<file path="config.mk">
export PLATFORM = sky130hd
export DESIGN_NAME = ram512_arbiter
export DESIGN_NICKNAME = d
export VERILOG_FILES = /design/src/rtl/ram512_arbiter.sv
export SDC_FILE = /design/constraint.sdc
export NUM_CORES = 1
export LEC_CHECK = 0
export CAP_MARGIN = 20
export CELL_PAD_IN_SITES_DETAIL_PLACEMENT = 1
export CELL_PAD_IN_SITES_GLOBAL_PLACEMENT = 2
export CORE_MARGIN = 2
export CORE_UTILIZATION = 24
export CTS_CLUSTER_DIAMETER = 40
export DETAILED_ROUTE_END_ITERATION = 8
export GPL_TIMING_DRIVEN = 0
export PLACE_DENSITY = 0.81
export SLEW_MARGIN = 20
export SYNTH_ARGS = -nofsm -noshare
export SYNTH_HDL_FRONTEND = slang
export SYNTH_SLANG_ARGS = --single-unit
</file>
<file path="constraint.sdc">
create_clock -name clk -period 1.5 [get_ports clk]
set_clock_uncertainty 0.2 [all_clocks]
set_input_delay 0.15 -clock clk [delete_from_list [all_inputs] [get_ports clk]]
set_output_delay 0.15 -clock clk [all_outputs]
set_load 0.005 [all_outputs]
</file>
<file path="src/rtl/ram512_arbiter.sv">
`default_nettype none
// ---------------------------------------------------------------------------
// ram512_arbiter - round-robin two-requester sequencer for the single-port RAM512
// (512 x 16); define RAM512_ARB_LOCK_EN for atomic-burst locking.  Rev 1.0
// ---------------------------------------------------------------------------
module ram512_arbiter #(
  parameter int AW       = 9,
  parameter int DW       = 16,
  parameter int LOCK_MAX = 16
) (
  input  logic          clk,
  input  logic          rst_n,
  input  logic          req_a,
  input  logic          we_a,
  input  logic [AW-1:0] addr_a,
  input  logic [DW-1:0] wdata_a,
  input  logic          req_b,
  input  logic          we_b,
  input  logic [AW-1:0] addr_b,
  input  logic [DW-1:0] wdata_b,
`ifdef RAM512_ARB_LOCK_EN
  input  logic          lock_a,
  input  logic          lock_b,
`endif
  output logic          gnt_a,
  output logic          gnt_b,
  output logic          rvalid_a,
  output logic          rvalid_b,
  output logic [DW-1:0] rdata,
  output logic          mem_load,
  output logic [AW-1:0] mem_address,
  output logic [DW-1:0] mem_in,
  input  logic [DW-1:0] mem_out
);

  localparam int CW = $clog2(LOCK_MAX + 1);

  // Without the lock option the lock path is tied off and folds away.
  logic lock_a_eff, lock_b_eff;
`ifdef RAM512_ARB_LOCK_EN
  assign lock_a_eff = lock_a;
  assign lock_b_eff = lock_b;
`else
  assign lock_a_eff = 1'b0;
  assign lock_b_eff = 1'b0;
`endif

  logic          prio_q, prio_d;
  logic [CW-1:0] lock_cnt_q, lock_cnt_d;
  logic          lock_own_q, lock_own_d;
  logic          gnt_a_q, gnt_a_d, gnt_b_q, gnt_b_d;
  logic          mem_load_q, mem_load_d;
  logic [AW-1:0] mem_address_q, mem_address_d;
  logic [DW-1:0] mem_in_q, mem_in_d;
  logic [1:0]    tag1_q, tag1_d, tag2_q, tag2_d;  // {read in flight, owner is B}
  logic          rvalid_a_q, rvalid_a_d, rvalid_b_q, rvalid_b_d;
  logic [DW-1:0] rdata_q, rdata_d;
  logic          lock_limit, forced, favour_b, win_a, win_b, win_we, win_lock;

  always_comb begin
    lock_limit = (lock_cnt_q == CW'(LOCK_MAX));
    forced     = lock_limit & req_a & req_b;
    favour_b   = forced ? ~lock_own_q : prio_q;
    win_a      = req_a & (~req_b | ~favour_b);
    win_b      = req_b & ~win_a;
    win_we     = win_a ? we_a : we_b;
    win_lock   = win_a ? lock_a_eff : (win_b & lock_b_eff);

    // A locked winner keeps priority; the run length saturates at LOCK_MAX.
    prio_d     = prio_q;
    lock_own_d = lock_own_q;
    lock_cnt_d = '0;
    if (win_lock && !forced) begin
      prio_d     = win_b;
      lock_own_d = win_b;
      if (lock_cnt_q != '0 && lock_own_q == win_b)
        lock_cnt_d = lock_limit ? lock_cnt_q : lock_cnt_q + CW'(1);
      else
        lock_cnt_d = CW'(1);
    end else if (win_a || win_b) begin
      prio_d = win_a;
    end

    mem_load_d    = 1'b0;
    mem_address_d = mem_address_q;
    mem_in_d      = mem_in_q;
    if (win_a) begin
      mem_load_d    = we_a;
      mem_address_d = addr_a;
      mem_in_d      = wdata_a;
    end else if (win_b) begin
      mem_load_d    = we_b;
      mem_address_d = addr_b;
      mem_in_d      = wdata_b;
    end

    gnt_a_d    = win_a;
    gnt_b_d    = win_b;
    tag1_d     = {(win_a | win_b) & ~win_we, win_b};
    tag2_d     = tag1_q;
    rvalid_a_d = tag2_q[1] & ~tag2_q[0];
    rvalid_b_d = tag2_q[1] & tag2_q[0];
    rdata_d    = tag2_q[1] ? mem_out : rdata_q;
  end

  always_ff @(posedge clk or negedge rst_n) begin
    if (!rst_n) begin
      prio_q        <= 1'b0;
      lock_cnt_q    <= '0;
      lock_own_q    <= 1'b0;
      gnt_a_q       <= 1'b0;
      gnt_b_q       <= 1'b0;
      mem_load_q    <= 1'b0;
      mem_address_q <= '0;
      mem_in_q      <= '0;
      tag1_q        <= '0;
      tag2_q        <= '0;
      rvalid_a_q    <= 1'b0;
      rvalid_b_q    <= 1'b0;
      rdata_q       <= '0;
    end else begin
      prio_q        <= prio_d;
      lock_cnt_q    <= lock_cnt_d;
      lock_own_q    <= lock_own_d;
      gnt_a_q       <= gnt_a_d;
      gnt_b_q       <= gnt_b_d;
      mem_load_q    <= mem_load_d;
      mem_address_q <= mem_address_d;
      mem_in_q      <= mem_in_d;
      tag1_q        <= tag1_d;
      tag2_q        <= tag2_d;
      rvalid_a_q    <= rvalid_a_d;
      rvalid_b_q    <= rvalid_b_d;
      rdata_q       <= rdata_d;
    end
  end

  assign gnt_a       = gnt_a_q;
  assign gnt_b       = gnt_b_q;
  assign rvalid_a    = rvalid_a_q;
  assign rvalid_b    = rvalid_b_q;
  assign rdata       = rdata_q;
  assign mem_load    = mem_load_q;
  assign mem_address = mem_address_q;
  assign mem_in      = mem_in_q;

endmodule

`default_nettype wire

</file>
==> flow_metrics.py, run 1 <==
metrics = {
    "synthesis": {
        "synthDistinctLibCells": 22,
        "synth_top_area_share_pct": 52.60,
        "synth_edf_count": 0,
        "yosysTopAreaCell": "dfrtp_1",
        "syn_inst": 196,
        "synth.area.top_cells": "dfrtp_1 53%, mux2i_1 11%, mux2_2 7.6%, and3b_1 7.0%, a31oi_1 6.6%",
        "synthesis.nets": 268,
        "netlist_area_sq_mm": 0.002379,
        "async_flop_share_pct": 100.0,
        "synth_flop_cell": "dfrtp_1",
        "synth_seq_cells": 50,
        "syn_area_per_cell_sq_um": 12.14,
        "ys_warn_count": 0,
        "synth.yosys.seq_area_share_pct": 52.60,
    },
    "flow_run": {
        "max_cap_violations": 0,
    },
    "pwr": {
        "peakVddDrop_v": 0.0003812,
        "p_leak_nw": 1.747,
        "power_density_mw_per_mm2": 910.5,
    },
    "worst_hold_path": {
        "hold_end": "tag1_q[0]",
        "holdCritStartpoint": "req_b",
        "hp-class": "input port to register",
        "min_path_cells": 3,
    },
    "global_routing": {
        "grt_antenna_before_repair": 0,
        "grt_pass1_vias": 2237,
        "track_usage_pct": 13.72,
        "grt.overflow.total": 0,
        "grt_max_degree": 51,
        "grt_pass1_wl_um": 11900,
    },
    "clock_tree": {
        "worstSkewPairLatency_ns": 0.30,
        "h-tree-depth": 2,
        "cts_tree": "built",
        "cts_root_buf": "clkbuf_8",
        "clk_pin_slew_ns": 0.09,
        "cts_sinks": 50,
        "clk_path_buf_depth": 2,
        "cts_inserted_buffers": 5,
    },
    "place": {
        "dpl.hpwl_um": 5308,
        "io_buffers": 115,
        "place.gp.congestion": 0.6713,
    },
    "setup_path": {
        "arrival_ns": 1.41,
        "rrSetupSlack_ns": 0.06,
        "r2r_cells": 4,
        "worstPathMaxFanout": 10,
        "critical_path_class": "register to register",
        "timing.rr.end": "mem_in[1]",
        "cp-end-kind": "register",
        "worst_ep_required_time_ns": 1.47,
        "worstReg2RegStart": "prio_q",
        "start_kind": "register",
    },
    "final_layout": {
        "diodes": 0,
        "most-common-layout-cells": "68 x clkdlybuf4s50_1, 49 x dfrtp_1, 46 x dlygate4sd2_1",
        "final_nets": 395,
        "syn_to_final_growth_pct": 60.71,
        "drive_gt1_share_pct": 16.98,
        "layout_commonest_cell": "clkdlybuf4s50_1",
    },
    "sta": {
        "fin_crit_sh_pct": 95.81,
        "fin_tns_setup_ns": 0,
        "post-route-min-period_ns": 1.437,
        "worst_pin_slew_ns": 0.6452,
        "relSlewSlack_pct": 56.99,
        "finalSetupViolCount": 0,
        "clock.fmax_ghz": 0.6958,
        "finalMaxSlewViolations": 0,
        "report.final.hold_viol_count": 0,
        "holdWs_ns": 0.07525,
    },
    "floorplan": {
        "fp.dieW_um": 103.6,
        "die_area_sq_mm": 0.01072,
        "std_cell_rows": 36,
        "ioPinCount": 118,
        "initial_core_util_pct": 24.56,
        "core_area_sq_mm": 0.009684,
        "die_h_um": 103.6,
    },
    "route": {
        "dr.pass1.iters": 4,
        "viasPerCell": 4.562,
        "drc_errors": 0,
        "wl_um": 7298,
        "drtIter0Drc": 32,
        "vias": 2085,
        "wire_per_inst_um": 15.97,
        "final_antenna_net_count": 0,
    },
    "outcome": {
        "status": "finished, final reports clean",
    },
}
==> layer usage <==
| metal | wire length (um) | GRT usage, % | vias up |
|---|---|---|---|
| li1 | - | - | 978 |
| met2 | 3564 | 23.51 | 71 |
| met3 | 377 | 3.587 | 5 |
| met4 | 61 | 2.606 | 0 |
| met5 | 0 | 0 | - |
| met1 | 3294 | 17.61 | 1031 |
==> stage by stage <==
stage / power (mW) / utilization (%) / worst slack [ns] / area (sq um) / std cells
3_3_place_gp: 2.786 / 38.17 / -1.496 / 3696 / 444
5_1_grt: 3.707 / 39.47 / -0.01171 / 3822 / 457
4_1_cts: 3.527 / 39.01 / 0.02845 / 3777 / 458
3_5_place_dp: 2.807 / 38.14 / -0.05905 / 3694 / 444
6_report: 3.480 / 39.47 / 0.06283 / 3822 / 457
2_1_floorplan: 2.091 / - / 0.1512 / 2379 / 196
==> repair_timing <==
action,CTS,global route
setup buffers,4,0
resized for setup,47,6
hold buffers,2,0
endpoints found under the setup margin,65,12
endpoints found under the hold margin,51,0
gates cloned,0,0
==> critical path, stage by stage, from the launching register on <==
cell and delay (ns):
dfrtp_2 0.45, nand2b_4 0.21, buf_12 0.17, a31oi_1 0.19, o21ai_1 0.10
==> cell usage after synthesis (3+ instances only) <==
library cell / n
buf_2: 8
mux2_2: 16
buf_6: 3
clkbuf_1: 4
dfrtp_1: 50
and3b_2: 6
and3b_1: 19
o21ai_1: 26
mux2i_1: 25
a31oi_1: 25
buf_4: 3
==> how the worst max path moves through the flow <==
stage / depth (start not counted) / slack, ns / end / startpoint
global placement: 1 / -1.50 / mem_address[8] / rst_n
finish: 4 / 0.06 / mem_in[1] / prio_q
CTS: 5 / 0.03 / mem_address[2] / prio_q
detailed placement: 5 / -0.06 / mem_address[2] / prio_q
global route: 4 / -0.01 / mem_in[1] / prio_q
floorplan: 5 / 0.15 / mem_address[0] / prio_q
==> state kept, by name (all words and copies together), names as in the netlist <==
register and flops:
mem_address 9, rvalid_b 1, mem_load 1, rdata 16, prio_q 1, tag2_q 2
mem_in 16, gnt_a 1, rvalid_a 1, tag1_q 2
==> where the power goes <==
part           internal [mW]  switching (mW)
combinational          0.622           0.409
sequential              1.55          0.0949
clock                  0.329           0.479
total                   2.50           0.983
==> kinds of logic (layout without fill, tap and decap cells) <==
family / Yosys count / in the layout / share of synthesized area [%]
buf+inv: 21 / 149 / 5.313
simple gates: 30 / 30 / 11.05
flops: 50 / 50 / 52.60
compound gates: 54 / 54 / 12.94
mux: 41 / 41 / 18.10
==> area by class of cell <==
class | instances | area, sq um
Buffer | 18 | 118.9
Clock buffer | 5 | 68.82
Clock inverter | 3 | 21.27
Fill cell | 1099 | 5862
Inverter | 2 | 7.507
Multi-Input combinational cell | 125 | 1046
Sequential cell | 50 | 1252
Tap cell | 133 | 166.4
Timing Repair Buffer | 121 | 1141
Note: power is estimated with default switching activity, not from simulation.
==> run 2: changes to the inputs <==
- SLEW_MARGIN: 20 -> 30
==> run 2 against run 1 <==
Effect of this change:
- setup slack lost 0.026 ns
- core utilization is 1.2 points higher
- critical path depth down 3
- sequential power barely moved
- count of clock-buffer cells in the layout rose by 1
- global-route usage fell by 0.054 points
- fmax is 1.8% lower
- clock power is 20% higher
- via count increased by 0.29%
- non-clock buffer count is 2 higher
- power increased by 6.0%
- hold slack got worse by 0.0073 ns
==> flow_metrics.py, run 2 (same netlist as run 1, synthesis figures left out) <==
metrics = {
    "place": {
        "place_inst": 445,
        "io_buffers": 115,
        "dpl_cell_area_sq_mm": 0.003714,
        "dp_slack_ns": -0.06385,
        "dpl.hpwl_um": 5466,
        "place.gp.congestion": 0.6713,
    },
    "sta": {
        "worst_slack_ns": 0.03669,
        "finalSetupViolCount": 0,
        "worst_pin_slew_ns": 0.5117,
        "post-route-min-period_ns": 1.463,
        "holdWs_ns": 0.06796,
        "clock.fmax_ghz": 0.6834,
        "report.final.hold_viol_count": 0,
        "finalMaxSlewViolations": 0,
        "relSlewSlack_pct": 65.89,
        "fin_crit_sh_pct": 97.55,
    },
    "floorplan": {
        "die_h_um": 103.6,
        "ioPinCount": 118,
        "std_cell_rows": 36,
        "fp.dieW_um": 103.6,
        "core_area_sq_mm": 0.009684,
        "initial_core_util_pct": 24.56,
        "die_area_sq_mm": 0.01072,
    },
    "clock_tree": {
        "clk_pin_slew_ns": 0.10,
        "clk_path_buf_depth": 2,
        "cts_sinks": 50,
        "cts_root_buf": "clkbuf_8",
        "cts_tree": "built",
        "h-tree-depth": 2,
        "worstSkewPairLatency_ns": 0.29,
        "cts_inserted_buffers": 5,
    },
    "pwr": {
        "p_leak_nw": 1.789,
        "power_density_mw_per_mm2": 936.1,
        "peakVddDrop_v": 0.0003610,
    },
    "setup_path": {
        "critical_path_class": "register to output pin",
        "worst_ep_required_time_ns": 1.15,
        "cp_top_family": "buffers and inverters",
        "worstPathMaxFanout": 1,
        "slowest_stage": "clkdlybuf4s50_1",
        "arrival_ns": 1.11,
        "cp_cell_sequence": "clkdlybuf4s50_1",
        "slowest_delay_ns": 0.49,
        "cp-end-kind": "output pin",
        "critPathBufInv": 1,
        "start_kind": "register",
    },
    "final_layout": {
        "syn_to_final_growth_pct": 65.70,
        "diodes": 0,
        "most-common-layout-cells": "69 x clkdlybuf4s50_1, 49 x dfrtp_1, 44 x dlygate4sd2_1",
        "fin_util_pct": 40.70,
        "instances_no_fill": 459,
        "stdcell_area_sq_mm": 0.003941,
        "drive_gt1_share_pct": 18.40,
        "final_nets": 397,
        "layout_commonest_cell": "clkdlybuf4s50_1",
    },
    "route": {
        "wl_um": 7442,
        "viasPerCell": 4.556,
        "wl_met1_um": 3445,
        "final_antenna_net_count": 0,
        "vias": 2091,
        "route.met3.wl_um": 358,
        "wl_met2_um": 3618,
        "dr.pass1.iters": 4,
        "dr.max_layer_used": "met4",
        "wire_per_inst_um": 16.21,
        "drc_errors": 0,
        "drtIter0Drc": 41,
    },
    "worst_hold_path": {
        "hp-class": "input port to async pin",
    },
    "flow_run": {
        "max_cap_violations": 0,
    },
    "global_routing": {
        "grt_antenna_before_repair": 0,
        "track_usage_pct": 13.67,
        "grt_max_degree": 33,
        "grt.overflow.total": 0,
        "grt_pass1_wl_um": 11850,
        "grt_pass1_vias": 2214,
    },
    "outcome": {
        "status": "finished, final reports clean",
    },
}
==> run 2: cell count changes in the layout (fill, tap and decap cells not counted), moves of 2 or more <==
cell	delta
buf_12	+2
a31oi_1	-4
dlygate4sd2_1	-2
a31oi_4	+4
==> run 2: path summary, 6_finish.rpt <==
path                                start         end  slack [ns]  cells past startpoint
worst min register to register  tag1_q[1]   tag2_q[1]        0.17                      0
worst max register to register     prio_q   mem_in[1]        0.06                      4
max in group asynchronous           rst_n   tag1_q[1]        0.57                      3
worst max-delay path             rvalid_a    rvalid_a        0.04                      1
worst min-delay path                rst_n  mem_in[12]        0.07                      2
min in group clk                    req_b   tag1_q[0]        0.07                      3
==> run 2: timing repair <==
item	in CTS	in global routing
setup endpoints to repair	63	17
hold buffers	2	0
resized for setup	45	12
pin swaps	0	3
buffers inserted	4	1
hold endpoints to repair	51	0
==> run 2: final cells by class <==
type,instances,area (sq um)
Buffer,18,125.1
Clock buffer,6,72.57
Clock inverter,2,37.54
Fill cell,1099,5743
Inverter,2,7.507
Multi-Input combinational cell,125,1106
Sequential cell,50,1252
Tap cell,133,166.4
Timing Repair Buffer,123,1174
==> run 2: per-layer routing <==
metal,track usage (%),up-vias
li1,-,978
met1,17.97,1039
met2,23.18,72
met3,3.398,2
met4,2.317,0
met5,0,-
==> run 2: worst reg2reg max path, cell delays in order, from the launching register on <==
cell and delay (ns):
dfrtp_2 0.42, buf_2 0.23, and3b_1 0.24, a31oi_4 0.14, o21ai_1 0.09
==> run 2: through the flow <==
stage | power, mW | TNS (ns)
4_1_cts | 3.702 | 0
3_3_place_gp | 2.786 | -75.04
6_report | 3.689 | 0
5_1_grt | 3.905 | -0.05540
2_1_floorplan | 2.091 | 0
3_5_place_dp | 2.819 | -0.7371
==> run 2: where the power goes <==
group,switching (mW),total (mW),internal (mW)
Clock,0.469,0.967,0.499
Sequential,0.0963,1.64,1.55
Combinational,0.430,1.08,0.650
Total,0.995,3.69,2.69
==> patch, RTL diff (settings of run 2) <==
`mem_address_q` no longer has a reset.
--- a/src/rtl/ram512_arbiter.sv
+++ b/src/rtl/ram512_arbiter.sv
@@ -111,7 +111,6 @@
       gnt_a_q       <= 1'b0;
       gnt_b_q       <= 1'b0;
       mem_load_q    <= 1'b0;
-      mem_address_q <= '0;
       mem_in_q      <= '0;
       tag1_q        <= '0;
       tag2_q        <= '0;
@@ -125,7 +124,6 @@
       gnt_a_q       <= gnt_a_d;
       gnt_b_q       <= gnt_b_d;
       mem_load_q    <= mem_load_d;
-      mem_address_q <= mem_address_d;
       mem_in_q      <= mem_in_d;
       tag1_q        <= tag1_d;
       tag2_q        <= tag2_d;
@@ -133,6 +131,10 @@
       rvalid_b_q    <= rvalid_b_d;
       rdata_q       <= rdata_d;
     end
+  end
+
+  always_ff @(posedge clk) begin
+    mem_address_q <= mem_address_d;
   end
 
   assign gnt_a       = gnt_a_q;
Function: changed (a bounded check fails within 4 cycles, from zero or initial values and one cycle with rst_n low).
==> patch against run 2 <==
- routed wire length fell by 23%
- area after synthesis shrank 13%
- hold slack worse by 34 ps
- power shrank 8.9%
- critical path depth is 2 higher
- design area decreased by 9.8%
- worst setup slack got worse by 37 ps
- core utilization increased by 2.1 points
- register-to-register slack lost 60 ps
- sequential cell count stayed put
- critical endpoint is now mem_address[7]$_DFFE_PP_
==> patch: results (changes against run 2) <==
| Metric | Value |
|---|---|
| Largest net degree at the start of global routing | `22 (was 33)` |
| Post-cts hold buffer count | `1 (was 2)` |
| P_comb | `0.909 mW (was 1.08 mW)` |
| GR Layer Usage met1 | `0.159 (was 0.180)` |
| Delay-heaviest family, CP | `flip-flops (was buffers and inverters)` |
| Worst Setup SP | `prio_q$_DFFE_PN0P_ (was rvalid_a$_DFF_PN0_)` |
| Layout cells sized above 1 | `0.203 (was 0.184)` |
| Worst r2r dst | `mem_address[7]$_DFFE_PP_ (was mem_in[1]$_DFFE_PN0P_)` |
| Wl on met1 | `2520 um (was 3450 um)` |
| Initial DRC Count | `17 (was 41)` |
| Net Switching | `0.871 mW (was 0.995 mW)` |
| Met3 usage | `0.0376 (was 0.0340)` |
| Routed wl met2 | `2890 um (was 3620 um)` |
| Run status | `finished clean (unchanged)` |
| Post-synth net total | `217 (was 268)` |
| Hold Crit Class | `in2reg (was in2async)` |
| FFs w/ async S/R, synth | `0.820 (was 1.00)` |
| DPL Wire Length | `4380 um (was 5470 um)` |
| Mux contribution to synthesized area | `0.217 (was 0.181)` |
| Max VDD drop | `0.383 mV (was 0.361 mV)` |
| Dpl ws | `-427 ps (was -63.8 ps)` |
| Compound-Gate Fraction of Synth Area | `0.105 (was 0.129)` |
| Crit-path max FO | `4 (was 1)` |
| Crit path max-delay cell type | `dfrtp_1 (was clkdlybuf4s50_1)` |
| Number of synthesized flops with an enable pin | `9 (was 0)` |
| Vias per Instance | `4.46 (was 4.56)` |
==> patch: worst min-delay path: stages <==
cell	delay (ps)
dlymetal6s2s_1	170
clkinvlp_4	100
a21boi_0	70
==> patch: final cells by class <==
cell class,instances,area [um^2],area share
Buffer,8,71.3,0.0201
Clock buffer,5,68.8,0.0194
Clock inverter,3,21.3,0.00599
Inverter,4,18.8,0.00528
Multi-Input combinational cell,82,706,0.199
Sequential cell,50,1300,0.365
Tap cell,105,131,0.0370
Timing Repair Buffer,129,1240,0.349
==> patch: through the flow <==
stage          cell area, um^2  power (mW)  utilization  std cells  hold WS (ps)
6_report                  3550        3.36        0.428        386          34.3
5_1_grt                   3550        3.59        0.428        386          51.2
4_1_cts                   3510        3.42        0.423        384           160
3_5_place_dp              3390        2.67        0.409        368         -28.7
3_3_place_gp              3370        2.64        0.406        367           137
2_1_floorplan             2070        2.01            -        145          -346
